==> config.mk <==
export PLATFORM = sky130hd
export DESIGN_NAME = am_insertion_module
export DESIGN_NICKNAME = d
export VERILOG_FILES = /design/src/rtl/am_insertion_module_pkg.sv /design/src/rtl/am_bip_parity.sv /design/src/rtl/am_insertion_module.sv
export SDC_FILE = /design/constraint.sdc
export NUM_CORES = 1
export LEC_CHECK = 0
export BUFFER_PORTS_ARGS = -buffer_cell sky130_fd_sc_hd__buf_2
export CAP_MARGIN = 30
export CORE_MARGIN = 4
export CORE_UTILIZATION = 26
export CTS_CLUSTER_SIZE = 16
export DETAILED_ROUTE_END_ITERATION = 7
export PLACE_DENSITY = 0.42
export SLEW_MARGIN = 20
export SYNTH_ARGS = -nofsm -noshare
export SYNTH_HDL_FRONTEND = slang
export SYNTH_HIERARCHICAL = 1
export SYNTH_SLANG_ARGS = --single-unit
==> constraint.sdc <==
create_clock -name i_clock -period 3.3 [get_ports i_clock]
set_clock_uncertainty 0.1 [all_clocks]
set_input_delay 0.495 -clock i_clock [delete_from_list [all_inputs] [get_ports i_clock]]
set_output_delay 0.495 -clock i_clock [all_outputs]
set_load 0.1 [all_outputs]
==> src/rtl/am_insertion_module_pkg.sv <==
// Shared constants, FSM encoding and per-lane alignment-marker table for the
// transmit AM inserter and the receive-side AM/BIP logic.
package am_insertion_module_pkg;

  localparam int LEN_BLOCK      = 66;
  localparam int BIP_WIDTH      = 8;
  localparam int N_LANES        = 20;
  localparam int LEN_AM         = 48;
  localparam int AM_MARKER_BITS = LEN_AM / 2;

  localparam logic [1:0] CTRL_SH = 2'b10;

  typedef enum logic {
    ST_DATA   = 1'b0,
    ST_INSERT = 1'b1
  } am_state_e;

  // M0,M1,M2 per PCS lane; unknown lanes fall back to lane 0.
  function automatic logic [AM_MARKER_BITS-1:0] am_lane_marker(input logic [31:0] lane);
    logic [AM_MARKER_BITS-1:0] m;
    case (lane)
      32'd0:   m = 24'hC16821;
      32'd1:   m = 24'h9D718E;
      32'd2:   m = 24'h594BE8;
      32'd3:   m = 24'h4D957B;
      32'd4:   m = 24'hF50709;
      32'd5:   m = 24'hDD14C2;
      32'd6:   m = 24'h9A4A26;
      32'd7:   m = 24'h7B4566;
      32'd8:   m = 24'hA02476;
      32'd9:   m = 24'h68C9FB;
      32'd10:  m = 24'hFD6C99;
      32'd11:  m = 24'hB99155;
      32'd12:  m = 24'h5CB9B2;
      32'd13:  m = 24'h1AF8BD;
      32'd14:  m = 24'h83C7CA;
      32'd15:  m = 24'h3536CD;
      32'd16:  m = 24'hC4314C;
      32'd17:  m = 24'hADD6B7;
      32'd18:  m = 24'h5F662A;
      32'd19:  m = 24'hC0F0E5;
      default: m = 24'hC16821;
    endcase
    return m;
  endfunction

endpackage

==> src/rtl/am_bip_parity.sv <==
// Combinational BIP contribution of one 66-bit coded block; shared by the
// transmit inserter and the receive-side BIP checker.
module am_bip_parity
  import am_insertion_module_pkg::*;
(
  input  logic [LEN_BLOCK-1:0] i_block,
  output logic [BIP_WIDTH-1:0] o_bip
);

  logic [7:0] byte_xor;
  logic [7:0] byte_rev;

  always_comb begin
    byte_xor = '0;
    for (int j = 0; j < 8; j++) begin
      byte_xor = byte_xor ^ i_block[63-8*j -: 8];
    end
  end

  // Transmission order is MSB first, so BIP bit i lands on payload bit 7-i.
  for (genvar gi = 0; gi < 8; gi++) begin : g_rev
    assign byte_rev[gi] = byte_xor[7-gi];
  end

  // The two sync-header bits fold into BIP bits 3 and 4.
  always_comb begin
    o_bip    = byte_rev;
    o_bip[3] = byte_rev[3] ^ i_block[65];
    o_bip[4] = byte_rev[4] ^ i_block[64];
  end

endmodule

==> src/rtl/am_insertion_module.sv <==
// Per-lane alignment-marker inserter: passes scrambled blocks through and
// inserts one marker carrying BIP3/BIP7 every N_BLOCKS data blocks.
module am_insertion_module
  import am_insertion_module_pkg::*;
#(
  parameter int unsigned LEN_CODED_BLOCK = 66,
  parameter int unsigned N_ALIGNER       = 20,
  parameter int unsigned NB_LANE_ID      = $clog2(N_ALIGNER),
  parameter int unsigned N_BLOCKS        = 16383,
  parameter int unsigned NB_BIP          = 8,
  parameter int unsigned NB_COUNTER      = (N_BLOCKS > 1) ? $clog2(N_BLOCKS) : 1
) (
  input  logic                       i_clock,
  input  logic                       i_reset,
  input  logic                       i_enable,
  input  logic                       i_valid,
  input  logic [LEN_CODED_BLOCK-1:0] i_data,
  input  logic [NB_LANE_ID-1:0]      i_lane_id,
  output logic                       o_ready,
  output logic [LEN_CODED_BLOCK-1:0] o_data,
  output logic                       o_valid,
  output logic                       o_am_flag,
  output logic [NB_BIP-1:0]          o_bip3
);

  localparam logic [NB_COUNTER-1:0] LAST_COUNT = NB_COUNTER'(N_BLOCKS - 1);

  am_state_e                  state_q, state_d;
  logic [NB_COUNTER-1:0]      count_q, count_d;
  logic [NB_BIP-1:0]          bip_acc_q, bip_acc_d;
  logic [LEN_CODED_BLOCK-1:0] data_q, data_d;
  logic                       valid_q, valid_d;
  logic                       am_flag_q, am_flag_d;
  logic [NB_BIP-1:0]          bip3_q, bip3_d;

  logic [31:0]                lane_idx;
  logic [AM_MARKER_BITS-1:0]  marker;
  logic [LEN_CODED_BLOCK-1:0] am_block;
  logic [LEN_CODED_BLOCK-1:0] parity_in;
  logic [NB_BIP-1:0]          blk_parity;

  assign lane_idx = 32'(i_lane_id);
  assign marker   = (lane_idx < N_ALIGNER) ? am_lane_marker(lane_idx) : am_lane_marker(32'd0);
  assign am_block = {CTRL_SH, marker, bip_acc_q, ~marker, ~bip_acc_q};

  // One parity unit serves both paths: the incoming block in DATA, the
  // outgoing marker in INSERT (which seeds the next period's accumulator).
  assign parity_in = (state_q == ST_INSERT) ? am_block : i_data;

  am_bip_parity u_bip_parity (
    .i_block (parity_in),
    .o_bip   (blk_parity)
  );

  always_comb begin
    state_d   = state_q;
    count_d   = count_q;
    bip_acc_d = bip_acc_q;
    data_d    = data_q;
    valid_d   = 1'b0;
    am_flag_d = am_flag_q;
    bip3_d    = bip3_q;
    o_ready   = 1'b0;

    case (state_q)
      ST_DATA: begin
        o_ready = i_enable;
        if (i_enable && i_valid) begin
          data_d    = i_data;
          valid_d   = 1'b1;
          am_flag_d = 1'b0;
          bip_acc_d = bip_acc_q ^ blk_parity;
          if (count_q == LAST_COUNT) begin
            count_d = '0;
            state_d = ST_INSERT;
          end else begin
            count_d = count_q + 1'b1;
          end
        end
      end
      ST_INSERT: begin
        if (i_enable) begin
          data_d    = am_block;
          valid_d   = 1'b1;
          am_flag_d = 1'b1;
          bip3_d    = bip_acc_q;
          bip_acc_d = blk_parity;
          state_d   = ST_DATA;
        end
      end
      default: state_d = ST_INSERT;
    endcase
  end

  always_ff @(posedge i_clock) begin
    if (i_reset) begin
      state_q   <= ST_INSERT;
      count_q   <= '0;
      bip_acc_q <= '0;
      data_q    <= '0;
      valid_q   <= 1'b0;
      am_flag_q <= 1'b0;
      bip3_q    <= '0;
    end else begin
      state_q   <= state_d;
      count_q   <= count_d;
      bip_acc_q <= bip_acc_d;
      data_q    <= data_d;
      valid_q   <= valid_d;
      am_flag_q <= am_flag_d;
      bip3_q    <= bip3_d;
    end
  end

  assign o_data    = data_q;
  assign o_valid   = valid_q;
  assign o_am_flag = am_flag_q;
  assign o_bip3    = bip3_q;

endmodule
==> results of run 1 <==
-- layer usage --
layer  routed length (microns)  vias up  GRT usage (%)
met4                       641        0           5.92
met5                         0        -              0
li1                          -     2898              -
met3                      1070       28           3.34
met2                     10800      173           29.5
met1                     10700     2695           23.6
-- Yosys cell counts, types with 4 or more instances --
cell | count | area [sq um]
sky130_fd_sc_hd__a311oi_1 | 21 | 184
sky130_fd_sc_hd__o211ai_1 | 4 | 30.0
sky130_fd_sc_hd__nor2_1 | 133 | 499
sky130_fd_sc_hd__and2_1 | 7 | 43.8
sky130_fd_sc_hd__dfxtp_1 | 99 | 1980
sky130_fd_sc_hd__nand3_1 | 9 | 45.0
sky130_fd_sc_hd__xnor2_1 | 63 | 552
sky130_fd_sc_hd__nand2_1 | 89 | 334
sky130_fd_sc_hd__a31o_2 | 8 | 70.1
sky130_fd_sc_hd__nor4_1 | 4 | 25.0
sky130_fd_sc_hd__o21a_1 | 7 | 52.6
sky130_fd_sc_hd__nand3b_1 | 16 | 120
sky130_fd_sc_hd__ha_1 | 11 | 138
sky130_fd_sc_hd__a21oi_1 | 16 | 80.1
sky130_fd_sc_hd__o21ai_1 | 4 | 20.0
sky130_fd_sc_hd__inv_1 | 11 | 41.3
sky130_fd_sc_hd__clkbuf_1 | 24 | 90.1
sky130_fd_sc_hd__nor3b_1 | 8 | 60.1
sky130_fd_sc_hd__or2_2 | 8 | 50.1
sky130_fd_sc_hd__buf_2 | 19 | 95.1
sky130_fd_sc_hd__mux2_2 | 11 | 124
sky130_fd_sc_hd__o41ai_1 | 4 | 35.0
sky130_fd_sc_hd__xor2_1 | 10 | 87.6
sky130_fd_sc_hd__o21ai_0 | 18 | 90.1
sky130_fd_sc_hd__a221oi_1 | 4 | 35.0
sky130_fd_sc_hd__buf_1 | 8 | 30.0
sky130_fd_sc_hd__nand4_1 | 4 | 25.0
sky130_fd_sc_hd__a31oi_1 | 6 | 37.5
sky130_fd_sc_hd__o31ai_1 | 10 | 75.1
sky130_fd_sc_hd__a221o_1 | 4 | 40.0
sky130_fd_sc_hd__o31a_1 | 5 | 43.8
sky130_fd_sc_hd__nand2b_1 | 18 | 113
sky130_fd_sc_hd__nor3_1 | 27 | 135
sky130_fd_sc_hd__nor2b_1 | 8 | 50.1
-- layout make-up --
class	instances	area, sq um	area share, %
clock buffers	11	243	3.29
clock inverters	5	60.1	0.813
inverters	13	48.8	0.661
multi-input cells	587	3700	50.1
flip-flops and latches	99	1980	26.8
well taps	285	357	4.83
repair buffers	183	996	13.5
-- report_power, final --
group | internal, W | switching [W] | leakage [nW]
Sequential | 0.00134 | 0.000134 | 0.815
Clock | 0.000613 | 0.000511 | 0.146
Combinational | 0.000680 | 0.00139 | 2.18
-- cell families (layout without fill, tap and decap cells) --
kind of cell	count (synthesis)	in the layout	share of synthesized area, %
AOI/OAI and AO/OA	144	144	18.5
xor gates and xnor gates	77	77	12.0
adders and majority gates	11	11	2.31
buffers and inverters	66	212	4.75
DFF	99	99	33.3
muxes	13	13	2.42
and+or+nand+nor	342	342	26.7
-- state kept, by name, summed over array words and instances (netlist names) --
signal and flops:
bip_acc_q 8, count_q 14, o_am_flag 1, o_bip3 8
o_data 66, o_valid 1, state_q 1
-- critical path, cell delays in order --
cell,delay (ns)
sky130_fd_sc_hd__buf_2,0.09
sky130_fd_sc_hd__inv_1,0.05
sky130_fd_sc_hd__ha_1,0.44
sky130_fd_sc_hd__or2_4,0.31
sky130_fd_sc_hd__mux2_2,0.29
sky130_fd_sc_hd__o221a_1,0.29
sky130_fd_sc_hd__nor2_1,0.30
sky130_fd_sc_hd__xnor2_1,0.19
sky130_fd_sc_hd__xnor2_1,0.16
sky130_fd_sc_hd__xnor2_1,0.13
sky130_fd_sc_hd__nand2_1,0.08
sky130_fd_sc_hd__xnor2_1,0.17
sky130_fd_sc_hd__nor2_1,0.05
-- stage by stage --
step,hold slack (ns),setup WS (ns),power [W]
after CTS,0.320,0.435,0.00472
after detailed placement,0.346,0.0646,0.00358
after global routing,0.341,0.187,0.00490
after global placement,0.343,0.0454,0.00358
after floorplan,0.351,0.373,0.00309
final,0.336,0.399,0.00466
-- worst max path at each step --
stage,startpoint,end,slack [ns],cells past startpoint
finish,i_lane_id[0],bip_acc_q[7]$_SDFFE_PP0P_,0.40,13
global route,state_q$_SDFF_PP1_,bip_acc_q[3]$_SDFFE_PP0P_,0.19,10
CTS,state_q$_SDFF_PP1_,bip_acc_q[3]$_SDFFE_PP0P_,0.44,10
detailed placement,i_lane_id[0],bip_acc_q[7]$_SDFFE_PP0P_,0.06,13
global placement,i_lane_id[0],bip_acc_q[7]$_SDFFE_PP0P_,0.05,13
floorplan,i_lane_id[1],bip_acc_q[7]$_SDFFE_PP0P_,0.37,14
==> report_table.html, run 1 <==
<table>
<tr><th>Metric</th><th>Value</th></tr>
<tr><th colspan="2">Run status</th></tr>
<tr><td>Run status</td><td>finished clean</td></tr>
<tr><th colspan="2">Critical path</th></tr>
<tr><td>Type of the worst setup path</td><td>input pin to flop</td></tr>
<tr><td>Critical path startpoint category</td><td>input pin</td></tr>
<tr><td>CP Capture Type</td><td>flop</td></tr>
<tr><td>Worst-path fanout max</td><td>10</td></tr>
<tr><td>Data arrival at the endpoint of the critical path</td><td>3.04 ns</td></tr>
<tr><td>Required time at the endpoint of the critical path</td><td>3.43 ns</td></tr>
<tr><td>R2R setup slack</td><td>0.42 ns</td></tr>
<tr><td>Reg2Reg Depth</td><td>10</td></tr>
<tr><td>Launch instance of the worst register-to-register path</td><td>state_q$_SDFF_PP1_</td></tr>
<tr><td>Worst R2R End</td><td>bip_acc_q[6]$_SDFFE_PP0P_</td></tr>
<tr><th colspan="2">Clocking</th></tr>
<tr><td>Clock tree from TritonCTS</td><td>built</td></tr>
<tr><td>Clock sinks</td><td>99</td></tr>
<tr><td>Clock latency of the later-clocked register in the worst-skew pair</td><td>0.36 ns</td></tr>
<tr><td>Number of levels in the clock H-tree</td><td>3</td></tr>
<tr><td>Clock Path Buffers</td><td>2</td></tr>
<tr><td>Cts bufs inserted</td><td>9</td></tr>
<tr><td>Buffer count from post-CTS setup fixing</td><td>0</td></tr>
<tr><td>Clock transition at the registers of the reported paths</td><td>0.07 ns</td></tr>
<tr><td>Clock Root Buffer</td><td>sky130_fd_sc_hd__clkbuf_16</td></tr>
<tr><td>Post-cts repair resize count</td><td>0</td></tr>
<tr><td>Count of hold buffers inserted by post-cts repair</td><td>0</td></tr>
<tr><th colspan="2">Timing</th></tr>
<tr><td>Relative slew margins</td><td>53.1%</td></tr>
<tr><td>Unrepaired setup endpoints after global routing</td><td>no</td></tr>
<tr><td>Total of endpoints with negative setup slack in the final report</td><td>0</td></tr>
<tr><td>Final critical delay including setup and external delays</td><td>2.90 ns</td></tr>
<tr><td>Final cycle utilization of the critical path</td><td>87.9%</td></tr>
<tr><td>Hold Vio Cnt, Final</td><td>0</td></tr>
<tr><td>Highest attainable clock frequency</td><td>0.345 GHz</td></tr>
<tr><td>Setup Total Neg Slack</td><td>0 ns</td></tr>
<tr><td>Transition time at the pin with the least slew margin</td><td>0.701 ns</td></tr>
<tr><td>Number of slew-limit violations in the final report</td><td>0</td></tr>
<tr><th colspan="2">Final layout</th></tr>
<tr><td>Utilization of the core after routing</td><td>32.7%</td></tr>
<tr><td>Non-filler cells in the finished layout</td><td>1,183</td></tr>
<tr><td>Total inserted antenna cells</td><td>0</td></tr>
<tr><td>Final #Nets</td><td>979</td></tr>
<tr><td>Fill cell total of the finished layout</td><td>2,484</td></tr>
<tr><td>Commonest non-fill, non-tap cells in the layout</td><td>sky130_fd_sc_hd__buf_2 (151), sky130_fd_sc_hd__nor2_1 (133), sky130_fd_sc_hd__dfxtp_1 (98), sky130_fd_sc_hd__nand2_1 (89), sky130_fd_sc_hd__xnor2_1 (63)</td></tr>
<tr><td>Syn-to-layout area delta</td><td>24.1%</td></tr>
<tr><td>Most common library cell in the layout ignoring fill and taps</td><td>sky130_fd_sc_hd__buf_2</td></tr>
<tr><td>Fraction of final layout cells sized beyond drive strength 1</td><td>26.4%</td></tr>
<tr><td>Post-route cell area</td><td>7390 sq um</td></tr>
<tr><th colspan="2">Die</th></tr>
<tr><td>Area of the core region</td><td>22,600 sq um</td></tr>
<tr><td>Chip Height</td><td>159 microns</td></tr>
<tr><td>Starting Density</td><td>26.4%</td></tr>
<tr><td>Boundary Pins</td><td>152</td></tr>
<tr><td>Die extent in x</td><td>159 microns</td></tr>
<tr><td>Area of the die</td><td>25,400 sq um</td></tr>
<tr><td>Count of standard-cell rows</td><td>55</td></tr>
<tr><th colspan="2">Global routing</th></tr>
<tr><td>Maximum number of pins on one net before global-route repair</td><td>50</td></tr>
<tr><td>Wire length of the first global-routing pass</td><td>35.5 mm</td></tr>
<tr><td>Vias in the first global route</td><td>5,996</td></tr>
<tr><td>Antenna violations before repair</td><td>0</td></tr>
<tr><td>Total overflow reported by the global router</td><td>0</td></tr>
<tr><td>GRT Total Usage</td><td>17.9%</td></tr>
<tr><th colspan="2">Placement</th></tr>
<tr><td>Total of buffers placed on input and output ports</td><td>151</td></tr>
<tr><td>Placer congestion estimate</td><td>0.877</td></tr>
<tr><td>Detailed placer's ending HPWL</td><td>17.9 mm</td></tr>
<tr><td>Placed Cells incl. Taps</td><td>1,167</td></tr>
<tr><td>Post-placement cell area</td><td>7080 sq um</td></tr>
<tr><th colspan="2">Worst hold path</th></tr>
<tr><td>Hold Crit Class</td><td>input pin to flop</td></tr>
<tr><td>Hold Path Sink</td><td>o_data[48]$_SDFFE_PP0P_</td></tr>
<tr><td>Cells on Worst Hold Path</td><td>3</td></tr>
<tr><td>Worst min-delay path startpoint</td><td>i_data[48]</td></tr>
<tr><th colspan="2">Pwr</th></tr>
<tr><td>Power density cells</td><td>631 nW/um^2</td></tr>
<tr><td>Leakage dissipation</td><td>3.14 nW</td></tr>
<tr><td>Maximum ir drop on the vdd rail</td><td>0.226 mV</td></tr>
<tr><th colspan="2">Drt</th></tr>
<tr><td>Iteration-0 DRC Markers</td><td>346</td></tr>
<tr><td>Vias</td><td>5,794</td></tr>
<tr><td>Routed length per instance</td><td>19.6 microns</td></tr>
<tr><td>Final antenna-violating net count</td><td>0</td></tr>
<tr><td>Total wire length after detailed routing</td><td>23.2 mm</td></tr>
<tr><td>Vias per cell</td><td>4.90</td></tr>
<tr><td>DRC violations left</td><td>0</td></tr>
<tr><td>Number of iterations in the first detailed-routing pass</td><td>5</td></tr>
<tr><th colspan="2">Synthesis</th></tr>
<tr><td>Number of instances in the synthesized netlist</td><td>752</td></tr>
<tr><td>Number of synthesized flops with an enable pin</td><td>0</td></tr>
<tr><td>Number of warnings reported in the yosys synthesis log</td><td>6</td></tr>
<tr><td>Unique cell type count in the Yosys netlist</td><td>70</td></tr>
<tr><td>Cell area after technology mapping</td><td>5950 sq um</td></tr>
<tr><td>Register bit count reported by yosys</td><td>99</td></tr>
<tr><td>Fraction of the yosys area taken by sequential cells</td><td>33.3%</td></tr>
<tr><td>Post-synthesis average cell area</td><td>7.91 sq um</td></tr>
<tr><td>Nets in the synthesized netlist</td><td>838</td></tr>
<tr><td>Asr flop ratio synth</td><td>0%</td></tr>
<tr><td>Primary FF master, synth</td><td>sky130_fd_sc_hd__dfxtp_1</td></tr>
<tr><th colspan="2">Flow run</th></tr>
<tr><td>Maximum capacitance violations</td><td>0</td></tr>
</table>
Note: power is estimated with default switching activity, not from simulation.
==> run 2, diff against run 1 <==
- PLACE_DENSITY: 0.42 -> 0.43
- SYNTH_HIERARCHICAL: 1 -> default
==> report_table.html, run 2 <==
<table>
<tr><th>Metric</th><th>Value</th></tr>
<tr><th colspan="2">Synthesis</th></tr>
<tr><td>Nets in the synthesized netlist</td><td>752 (-10%)</td></tr>
<tr><td>Number of warnings reported in the yosys synthesis log</td><td>0 (-6)</td></tr>
<tr><td>Number of instances in the synthesized netlist</td><td>667 (-11%)</td></tr>
<tr><td>Dominant cell type by area after synthesis</td><td>sky130_fd_sc_hd__dfxtp_1</td></tr>
<tr><td>Primary FF master, synth</td><td>sky130_fd_sc_hd__dfxtp_1</td></tr>
<tr><td>Top post-synthesis cells by area</td><td>sky130_fd_sc_hd__dfxtp_1 (37%), sky130_fd_sc_hd__xnor2_1 (8.1%), sky130_fd_sc_hd__a21oi_1 (7.7%)</td></tr>
<tr><td>Most frequent cell after synthesis</td><td>sky130_fd_sc_hd__dfxtp_1</td></tr>
<tr><td>Most instantiated cells after synthesis</td><td>sky130_fd_sc_hd__dfxtp_1 (99), sky130_fd_sc_hd__nor2_1 (88), sky130_fd_sc_hd__a21oi_1 (83), sky130_fd_sc_hd__nand2_1 (61), sky130_fd_sc_hd__xnor2_1 (50)</td></tr>
<tr><td>Register bit count reported by yosys</td><td>99 (unchanged)</td></tr>
<tr><td>Number of synthesized flops with an enable pin</td><td>0 (unchanged)</td></tr>
<tr><td>Post-synthesis average cell area</td><td>8.08 sq um (+2.1%)</td></tr>
<tr><td>Cell area after technology mapping</td><td>5390 sq um (-9.4%)</td></tr>
<tr><td>Asr flop ratio synth</td><td>0% (unchanged)</td></tr>
<tr><td>Fraction of the yosys area taken by sequential cells</td><td>36.8% (+3.5 points)</td></tr>
<tr><td>Unique cell type count in the Yosys netlist</td><td>60 (-14%)</td></tr>
<tr><td>Top cell type's share of synthesized area</td><td>36.8% (+3.5 points)</td></tr>
<tr><th colspan="2">Drt</th></tr>
<tr><td>Iteration-0 DRC Markers</td><td>269 (-22%)</td></tr>
<tr><td>Routed length per instance</td><td>19.8 microns (+1.2%)</td></tr>
<tr><td>Total wire length after detailed routing</td><td>21.1 mm (-8.9%)</td></tr>
<tr><td>Number of iterations in the first detailed-routing pass</td><td>4 (-1)</td></tr>
<tr><td>Final antenna-violating net count</td><td>0 (unchanged)</td></tr>
<tr><td>DRC violations left</td><td>0 (unchanged)</td></tr>
<tr><td>Vias per cell</td><td>5.03 (+2.8%)</td></tr>
<tr><td>Vias</td><td>5,361 (-7.5%)</td></tr>
<tr><th colspan="2">Critical path</th></tr>
<tr><td>Critical path startpoint category</td><td>input pin</td></tr>
<tr><td>List of cells traversed by the critical path</td><td>buf_2 -&gt; inv_1 -&gt; ha_1 -&gt; or4b_4 -&gt; a41o_1 -&gt; and4_4 -&gt; nor4_1 -&gt; o311ai_0 -&gt; a21oi_1</td></tr>
<tr><td>Number of buffers and inverters on the critical path</td><td>2 (unchanged)</td></tr>
<tr><td>CP Capture Type</td><td>flop</td></tr>
<tr><td>Standard cell with the maximum stage delay on the critical path</td><td>sky130_fd_sc_hd__or4b_4</td></tr>
<tr><td>Data arrival at the endpoint of the critical path</td><td>2.96 ns (-0.08 ns)</td></tr>
<tr><td>Cell family with the largest share of critical-path delay</td><td>simple AND/OR/NAND/NOR gates</td></tr>
<tr><td>Required time at the endpoint of the critical path</td><td>3.48 ns (+0.05 ns)</td></tr>
<tr><td>Type of the worst setup path</td><td>input pin to flop</td></tr>
<tr><td>Worst stage delay on the critical path</td><td>0.53 ns (+0.09 ns)</td></tr>
<tr><td>Worst-path fanout max</td><td>9 (-1)</td></tr>
<tr><th colspan="2">Placement</th></tr>
<tr><td>Placer congestion estimate</td><td>0.908 (+3.4%)</td></tr>
<tr><td>Detailed placer's ending HPWL</td><td>16.2 mm (-9.4%)</td></tr>
<tr><td>Total of buffers placed on input and output ports</td><td>151 (unchanged)</td></tr>
<tr><th colspan="2">Pwr</th></tr>
<tr><td>Maximum ir drop on the vdd rail</td><td>0.209 mV (-7.6%)</td></tr>
<tr><td>Power density cells</td><td>543 nW/um^2 (-14%)</td></tr>
<tr><td>Leakage dissipation</td><td>2.76 nW (-12%)</td></tr>
<tr><td>Power Total</td><td>0.00365 W (-22%)</td></tr>
<tr><th colspan="2">Timing</th></tr>
<tr><td>Unrepaired setup endpoints after global routing</td><td>no</td></tr>
<tr><td>Transition time at the pin with the least slew margin</td><td>0.977 ns (+0.275 ns)</td></tr>
<tr><td>Relative slew margins</td><td>34.7% (-18 points)</td></tr>
<tr><td>Hold Vio Cnt, Final</td><td>0 (unchanged)</td></tr>
<tr><td>Total of endpoints with negative setup slack in the final report</td><td>0 (unchanged)</td></tr>
<tr><td>Number of slew-limit violations in the final report</td><td>0 (unchanged)</td></tr>
<tr><td>Final cycle utilization of the critical path</td><td>84.3% (-3.6 points)</td></tr>
<tr><td>Setup Total Neg Slack</td><td>0 ns (unchanged)</td></tr>
<tr><td>Final critical delay including setup and external delays</td><td>2.78 ns (-0.119 ns)</td></tr>
<tr><td>Highest attainable clock frequency</td><td>0.359 GHz (+4.3%)</td></tr>
<tr><th colspan="2">Clocking</th></tr>
<tr><td>Clock latency of the later-clocked register in the worst-skew pair</td><td>0.35 ns (about the same)</td></tr>
<tr><td>Buffer count from post-CTS setup fixing</td><td>0 (unchanged)</td></tr>
<tr><td>Number of levels in the clock H-tree</td><td>3 (unchanged)</td></tr>
<tr><td>Clock sinks</td><td>99 (unchanged)</td></tr>
<tr><td>Clock tree from TritonCTS</td><td>built</td></tr>
<tr><td>Clock Root Buffer</td><td>sky130_fd_sc_hd__clkbuf_16</td></tr>
<tr><td>Clock transition at the registers of the reported paths</td><td>0.07 ns (about the same)</td></tr>
<tr><td>Post-cts repair resize count</td><td>0 (unchanged)</td></tr>
<tr><td>Cts bufs inserted</td><td>9 (unchanged)</td></tr>
<tr><td>Clock Path Buffers</td><td>2 (unchanged)</td></tr>
<tr><td>Count of hold buffers inserted by post-cts repair</td><td>0 (unchanged)</td></tr>
<tr><th colspan="2">Run status</th></tr>
<tr><td>Run status</td><td>finished clean</td></tr>
<tr><th colspan="2">Die</th></tr>
<tr><td>Chip Height</td><td>152 microns (-4.6%)</td></tr>
<tr><td>Area of the core region</td><td>20,300 sq um (-10%)</td></tr>
<tr><td>Die extent in x</td><td>152 microns (-4.6%)</td></tr>
<tr><td>Area of the die</td><td>23,100 sq um (-9.0%)</td></tr>
<tr><td>Boundary Pins</td><td>152 (unchanged)</td></tr>
<tr><td>Count of standard-cell rows</td><td>52 (-5.5%)</td></tr>
<tr><td>Starting Density</td><td>26.6% (+0.18 points)</td></tr>
<tr><th colspan="2">Global routing</th></tr>
<tr><td>Total overflow reported by the global router</td><td>0 (unchanged)</td></tr>
<tr><td>Antenna violations before repair</td><td>0 (unchanged)</td></tr>
<tr><td>Wire length of the first global-routing pass</td><td>32.4 mm (-8.7%)</td></tr>
<tr><td>GRT Total Usage</td><td>17.7% (-0.22 points)</td></tr>
<tr><td>Vias in the first global route</td><td>5,462 (-8.9%)</td></tr>
<tr><td>Maximum number of pins on one net before global-route repair</td><td>64 (+28%)</td></tr>
<tr><th colspan="2">Final layout</th></tr>
<tr><td>Fraction of final layout cells sized beyond drive strength 1</td><td>23.5% (-2.9 points)</td></tr>
<tr><td>Final #Nets</td><td>875 (-11%)</td></tr>
<tr><td>Syn-to-layout area delta</td><td>24.7%</td></tr>
<tr><td>Flip-flop count of the largest register, all copies and words added</td><td>66 (unchanged)</td></tr>
<tr><td>Most common library cell in the layout ignoring fill and taps</td><td>sky130_fd_sc_hd__buf_2</td></tr>
<tr><td>Total inserted antenna cells</td><td>0 (unchanged)</td></tr>
<tr><td>Commonest non-fill, non-tap cells in the layout</td><td>sky130_fd_sc_hd__buf_2 (151), sky130_fd_sc_hd__dfxtp_1 (98), sky130_fd_sc_hd__nor2_1 (88), sky130_fd_sc_hd__a21oi_1 (83), sky130_fd_sc_hd__nand2_1 (61)</td></tr>
<tr><td>Fill cell total of the finished layout</td><td>2,219 (-11%)</td></tr>
<tr><th colspan="2">Flow run</th></tr>
<tr><td>Maximum capacitance violations</td><td>0 (unchanged)</td></tr>
<tr><th colspan="2">Worst hold path</th></tr>
<tr><td>Hold Crit Class</td><td>input pin to flop</td></tr>
</table>
## run 2: changes by cell type after synthesis, moves of 21 or more
cell,previous run,this run
sky130_fd_sc_hd__a211oi_1,3,43
sky130_fd_sc_hd__a21oi_1,16,83
sky130_fd_sc_hd__a311oi_1,21,0
sky130_fd_sc_hd__nand2_1,89,61
sky130_fd_sc_hd__nor2_1,133,88
sky130_fd_sc_hd__nor3_1,27,6
## run 2: worst register-to-register path, stage by stage (launching register included)
cell and delay, ns:
sky130_fd_sc_hd__dfxtp_2 0.61, sky130_fd_sc_hd__clkinv_1 0.47, sky130_fd_sc_hd__a2111o_1 0.49, sky130_fd_sc_hd__and4_4 0.20, sky130_fd_sc_hd__nor4_1 0.38, sky130_fd_sc_hd__o311ai_0 0.20
sky130_fd_sc_hd__a21oi_1 0.18
## run 2: cell type report
class	instances	area (sq um)	share of cell area (%)
timing repair buffer	163	883	13.1
sequential	99	1980	29.5
inverter	11	41.3	0.614
multi-input combinational	506	3180	47.3
clock inverter	4	50.0	0.745
clock buffer	12	246	3.67
tap	270	338	5.03
## run 2: through the flow
| stage | setup slack (ns) | hold slack [ns] | cell area (sq um) | util (%) | cells |
|---|---|---|---|---|---|
| 3_5_place_dp | 0.221 | 0.344 | 6420 | 31.6 | 1049 |
| 4_1_cts | 0.584 | 0.299 | 6720 | 33.1 | 1065 |
| 2_1_floorplan | 0.380 | 0.358 | 5390 | - | 667 |
| 6_report | 0.518 | 0.309 | 6720 | 33.1 | 1065 |
| 5_1_grt | 0.370 | 0.331 | 6720 | 33.1 | 1065 |
| 3_3_place_gp | 0.279 | 0.340 | 6420 | 31.6 | 1049 |
## run 2: worst paths after layout
path,start,end,slack [ns],depth (start not counted)
worst max register to register,state_q$_SDFF_PP1_,bip_acc_q[7]$_SDFFE_PP0P_,0.61,6
worst max-delay path,i_lane_id[0],bip_acc_q[7]$_SDFFE_PP0P_,0.52,9
worst min register to register,o_data[13]$_SDFFE_PP0P_,o_data[13]$_SDFFE_PP0P_,0.35,2
worst min-delay path,i_data[64],o_data[64]$_SDFFE_PP0P_,0.31,3
## run 2: report_power, final
part | internal [W] | total, W | switching, W
combinational | 0.000306 | 0.00123 | 0.000927
sequential | 0.00127 | 0.00133 | 0.0000558
clock | 0.000609 | 0.00109 | 0.000481
## run 2: layer usage
metal | share of wire, % | GRT usage [%] | vias up
met4 | 1.7 | 4.54 | 0
met5 | 0 | 0 | -
met2 | 48 | 29.5 | 157
li1 | - | - | 2606
met3 | 5.9 | 4.47 | 15
met1 | 45 | 22.8 | 2583
## run 2: cell families after synthesis
group           Yosys count  share of synthesized area, %
mux                      13                          2.65
xor+xnor                 70                          11.6
fa+ha+maj                10                          2.32
flops                    99                          36.8
compound gates          207                          24.8
buf+inv                  62                          4.50
simple gates            206                          17.3
==> run 3, diff against run 2 <==
- clock period: 3.3 -> 2.7 ns (I/O delays scaled with it)
==> report_table.html, run 3 (synthesis gave the netlist of run 2 again) <==
<table>
<tr><th>Metric</th><th>Value</th></tr>
<tr><th colspan="2">Die</th></tr>
<tr><td>Starting Density</td><td>26.6% (unchanged)</td></tr>
<tr><td>Chip Height</td><td>152 microns (unchanged)</td></tr>
<tr><td>Area of the die</td><td>23,100 sq um (unchanged)</td></tr>
<tr><td>Die extent in x</td><td>152 microns (unchanged)</td></tr>
<tr><td>Area of the core region</td><td>20,300 sq um (unchanged)</td></tr>
<tr><td>Boundary Pins</td><td>152 (unchanged)</td></tr>
<tr><td>Count of standard-cell rows</td><td>52 (unchanged)</td></tr>
<tr><th colspan="2">Drt</th></tr>
<tr><td>Number of iterations in the first detailed-routing pass</td><td>5 (+1)</td></tr>
<tr><td>DRC violations left</td><td>0 (unchanged)</td></tr>
<tr><td>Vias per cell</td><td>5.04 (+0.17%)</td></tr>
<tr><td>Vias</td><td>5,461 (+1.9%)</td></tr>
<tr><td>Total wire length after detailed routing</td><td>21.2 mm (+0.17%)</td></tr>
<tr><td>Iteration-0 DRC Markers</td><td>461 (+71%)</td></tr>
<tr><td>Routed length per instance</td><td>19.5 microns (-1.5%)</td></tr>
<tr><td>Final antenna-violating net count</td><td>0 (unchanged)</td></tr>
<tr><th colspan="2">Critical path</th></tr>
<tr><td>R2R setup slack</td><td>0.41 ns (-0.20 ns)</td></tr>
<tr><td>Data arrival at the endpoint of the critical path</td><td>2.57 ns (-0.39 ns)</td></tr>
<tr><td>Cell family with the largest share of critical-path delay</td><td>compound AO/OA/AOI/OAI gates</td></tr>
<tr><td>Type of the worst setup path</td><td>input pin to flop</td></tr>
<tr><td>CP Capture Type</td><td>flop</td></tr>
<tr><td>Critical path startpoint category</td><td>input pin</td></tr>
<tr><td>Worst stage delay on the critical path</td><td>0.45 ns (-0.08 ns)</td></tr>
<tr><td>Required time at the endpoint of the critical path</td><td>2.88 ns (-0.60 ns)</td></tr>
<tr><td>Standard cell with the maximum stage delay on the critical path</td><td>sky130_fd_sc_hd__a2111o_1</td></tr>
<tr><td>Worst-path fanout max</td><td>4 (-5)</td></tr>
<tr><td>Number of buffers and inverters on the critical path</td><td>3 (+1)</td></tr>
<tr><td>List of cells traversed by the critical path</td><td>buf_2 -&gt; inv_1 -&gt; buf_4 -&gt; ha_1 -&gt; and3b_1 -&gt; a2111o_1 -&gt; and4_4 -&gt; nor4_1 -&gt; o311ai_0 -&gt; a21oi_1</td></tr>
<tr><th colspan="2">Global routing</th></tr>
<tr><td>Total overflow reported by the global router</td><td>0 (unchanged)</td></tr>
<tr><td>Vias in the first global route</td><td>5,447 (-0.27%)</td></tr>
<tr><td>GRT Total Usage</td><td>17.7% (+0.046 points)</td></tr>
<tr><td>Maximum number of pins on one net before global-route repair</td><td>76 (+19%)</td></tr>
<tr><td>Antenna violations before repair</td><td>1 (+1)</td></tr>
<tr><td>Wire length of the first global-routing pass</td><td>32.4 mm (about the same)</td></tr>
<tr><th colspan="2">Final layout</th></tr>
<tr><td>Total inserted antenna cells</td><td>0 (unchanged)</td></tr>
<tr><td>Non-filler cells in the finished layout</td><td>1,083 (+1.7%)</td></tr>
<tr><td>Flip-flop count of the largest register, all copies and words added</td><td>66 (unchanged)</td></tr>
<tr><td>Utilization of the core after routing</td><td>33.8% (+0.66 points)</td></tr>
<tr><td>Commonest non-fill, non-tap cells in the layout</td><td>sky130_fd_sc_hd__buf_2 (151), sky130_fd_sc_hd__dfxtp_1 (98), sky130_fd_sc_hd__nor2_1 (88), sky130_fd_sc_hd__a21oi_1 (83), sky130_fd_sc_hd__nand2_1 (61)</td></tr>
<tr><td>Syn-to-layout area delta</td><td>27.2%</td></tr>
<tr><td>Most common library cell in the layout ignoring fill and taps</td><td>sky130_fd_sc_hd__buf_2</td></tr>
<tr><td>Fraction of final layout cells sized beyond drive strength 1</td><td>25.6% (+2.1 points)</td></tr>
<tr><td>Final #Nets</td><td>894 (+2.2%)</td></tr>
<tr><th colspan="2">Run status</th></tr>
<tr><td>Run status</td><td>finished clean</td></tr>
<tr><th colspan="2">Pwr</th></tr>
<tr><td>Power density cells</td><td>657 nW/um^2 (+21%)</td></tr>
<tr><td>Leakage dissipation</td><td>2.84 nW (+3.2%)</td></tr>
<tr><td>Maximum ir drop on the vdd rail</td><td>0.285 mV (+37%)</td></tr>
<tr><td>Power Total</td><td>0.00450 W (+23%)</td></tr>
<tr><th colspan="2">Clocking</th></tr>
<tr><td>Number of levels in the clock H-tree</td><td>3 (unchanged)</td></tr>
<tr><td>Count of hold buffers inserted by post-cts repair</td><td>0 (unchanged)</td></tr>
<tr><td>Clock Root Buffer</td><td>sky130_fd_sc_hd__clkbuf_16</td></tr>
<tr><td>Clock Path Buffers</td><td>2 (unchanged)</td></tr>
<tr><td>Post-cts repair resize count</td><td>0 (unchanged)</td></tr>
<tr><td>Buffer count from post-CTS setup fixing</td><td>0 (unchanged)</td></tr>
<tr><td>Clock sinks</td><td>99 (unchanged)</td></tr>
<tr><td>Clock latency of the later-clocked register in the worst-skew pair</td><td>0.35 ns (about the same)</td></tr>
<tr><td>Clock transition at the registers of the reported paths</td><td>0.07 ns (about the same)</td></tr>
<tr><td>Clock tree from TritonCTS</td><td>built</td></tr>
<tr><td>Cts bufs inserted</td><td>9 (unchanged)</td></tr>
<tr><th colspan="2">Timing</th></tr>
<tr><td>Total of endpoints with negative setup slack in the final report</td><td>0 (unchanged)</td></tr>
<tr><td>Final cycle utilization of the critical path</td><td>88.4%</td></tr>
<tr><td>Hold Vio Cnt, Final</td><td>0 (unchanged)</td></tr>
<tr><td>Highest attainable clock frequency</td><td>0.419 GHz</td></tr>
<tr><td>Final critical delay including setup and external delays</td><td>2.39 ns</td></tr>
<tr><td>Relative slew margins</td><td>45.0% (+10 points)</td></tr>
<tr><td>Setup Total Neg Slack</td><td>0 ns (unchanged)</td></tr>
<tr><td>Transition time at the pin with the least slew margin</td><td>0.822 ns (-0.154 ns)</td></tr>
<tr><td>Number of slew-limit violations in the final report</td><td>0 (unchanged)</td></tr>
<tr><td>Unrepaired setup endpoints after global routing</td><td>no</td></tr>
<tr><td>Final worst hold slack</td><td>0.224 ns (-0.0846 ns)</td></tr>
<tr><th colspan="2">Placement</th></tr>
<tr><td>Total of buffers placed on input and output ports</td><td>151 (unchanged)</td></tr>
<tr><td>Detailed placer's ending HPWL</td><td>16.1 mm (-0.56%)</td></tr>
<tr><td>Placed Cells incl. Taps</td><td>1,068 (+1.8%)</td></tr>
<tr><td>Placer congestion estimate</td><td>0.872 (-3.9%)</td></tr>
<tr><th colspan="2">Flow run</th></tr>
<tr><td>Maximum capacitance violations</td><td>0 (unchanged)</td></tr>
<tr><th colspan="2">Worst hold path</th></tr>
<tr><td>Hold Crit Class</td><td>input pin to flop</td></tr>
</table>
-- run 3: changes by cell type in the layout (fill, tap and decap cells not counted), sizes merged --
cell / delta
clkinvlp: +1
clkbuf: -3
buf: +19
clkinv: -1
inv: +2
-- run 3: worst register-to-register path: stages, from the launching register on --
cell                       delay [ns]
sky130_fd_sc_hd__dfxtp_2         0.37
sky130_fd_sc_hd__clkinv_1        0.34
sky130_fd_sc_hd__a2111o_1        0.48
sky130_fd_sc_hd__and4_4          0.20
sky130_fd_sc_hd__nor4_1          0.39
sky130_fd_sc_hd__o311ai_0        0.19
sky130_fd_sc_hd__a21oi_1         0.16
-- run 3: routing by layer --
| layer | wire, microns | track usage (%) |
|---|---|---|
| met2 | 9380 | 27.2 |
| met5 | 7 | 0 |
| met4 | 706 | 7.53 |
| met3 | 1310 | 4.15 |
| met1 | 9760 | 23.8 |
-- run 3: layout make-up --
type | instances | area, sq um
Clock buffer | 9 | 225
Clock inverter | 6 | 72.6
Fill cell | 2177 | 13400
Inverter | 11 | 41.3
Multi-Input combinational cell | 506 | 3180
Sequential cell | 99 | 1980
Tap cell | 270 | 338
Timing Repair Buffer | 182 | 1010
-- run 3: worst paths after layout --
kind | cells after the start | start | to
max reg2reg | 6 | state_q$_SDFF_PP1_ | bip_acc_q[7]$_SDFFE_PP0P_
min | 3 | i_data[49] | o_data[49]$_SDFFE_PP0P_
min reg2reg | 2 | o_data[13]$_SDFFE_PP0P_ | o_data[13]$_SDFFE_PP0P_
max | 10 | i_lane_id[0] | bip_acc_q[7]$_SDFFE_PP0P_
-- run 3: power breakdown --
group | internal, W | switching [W] | total, W
clock | 0.000725 | 0.000628 | 0.00135
sequential | 0.00155 | 0.0000624 | 0.00162
combinational | 0.000393 | 0.00114 | 0.00153
total | 0.00267 | 0.00183 | 0.00450
-- run 3: per-stage QoR --
stage / setup WS [ns] / area, sq um
global route: 0.272 / 6850
finish: 0.314 / 6850
global placement: 0.0432 / 6560
detailed placement: 0.0165 / 6560
floorplan: -0.0146 / 5390
CTS: 0.375 / 6850
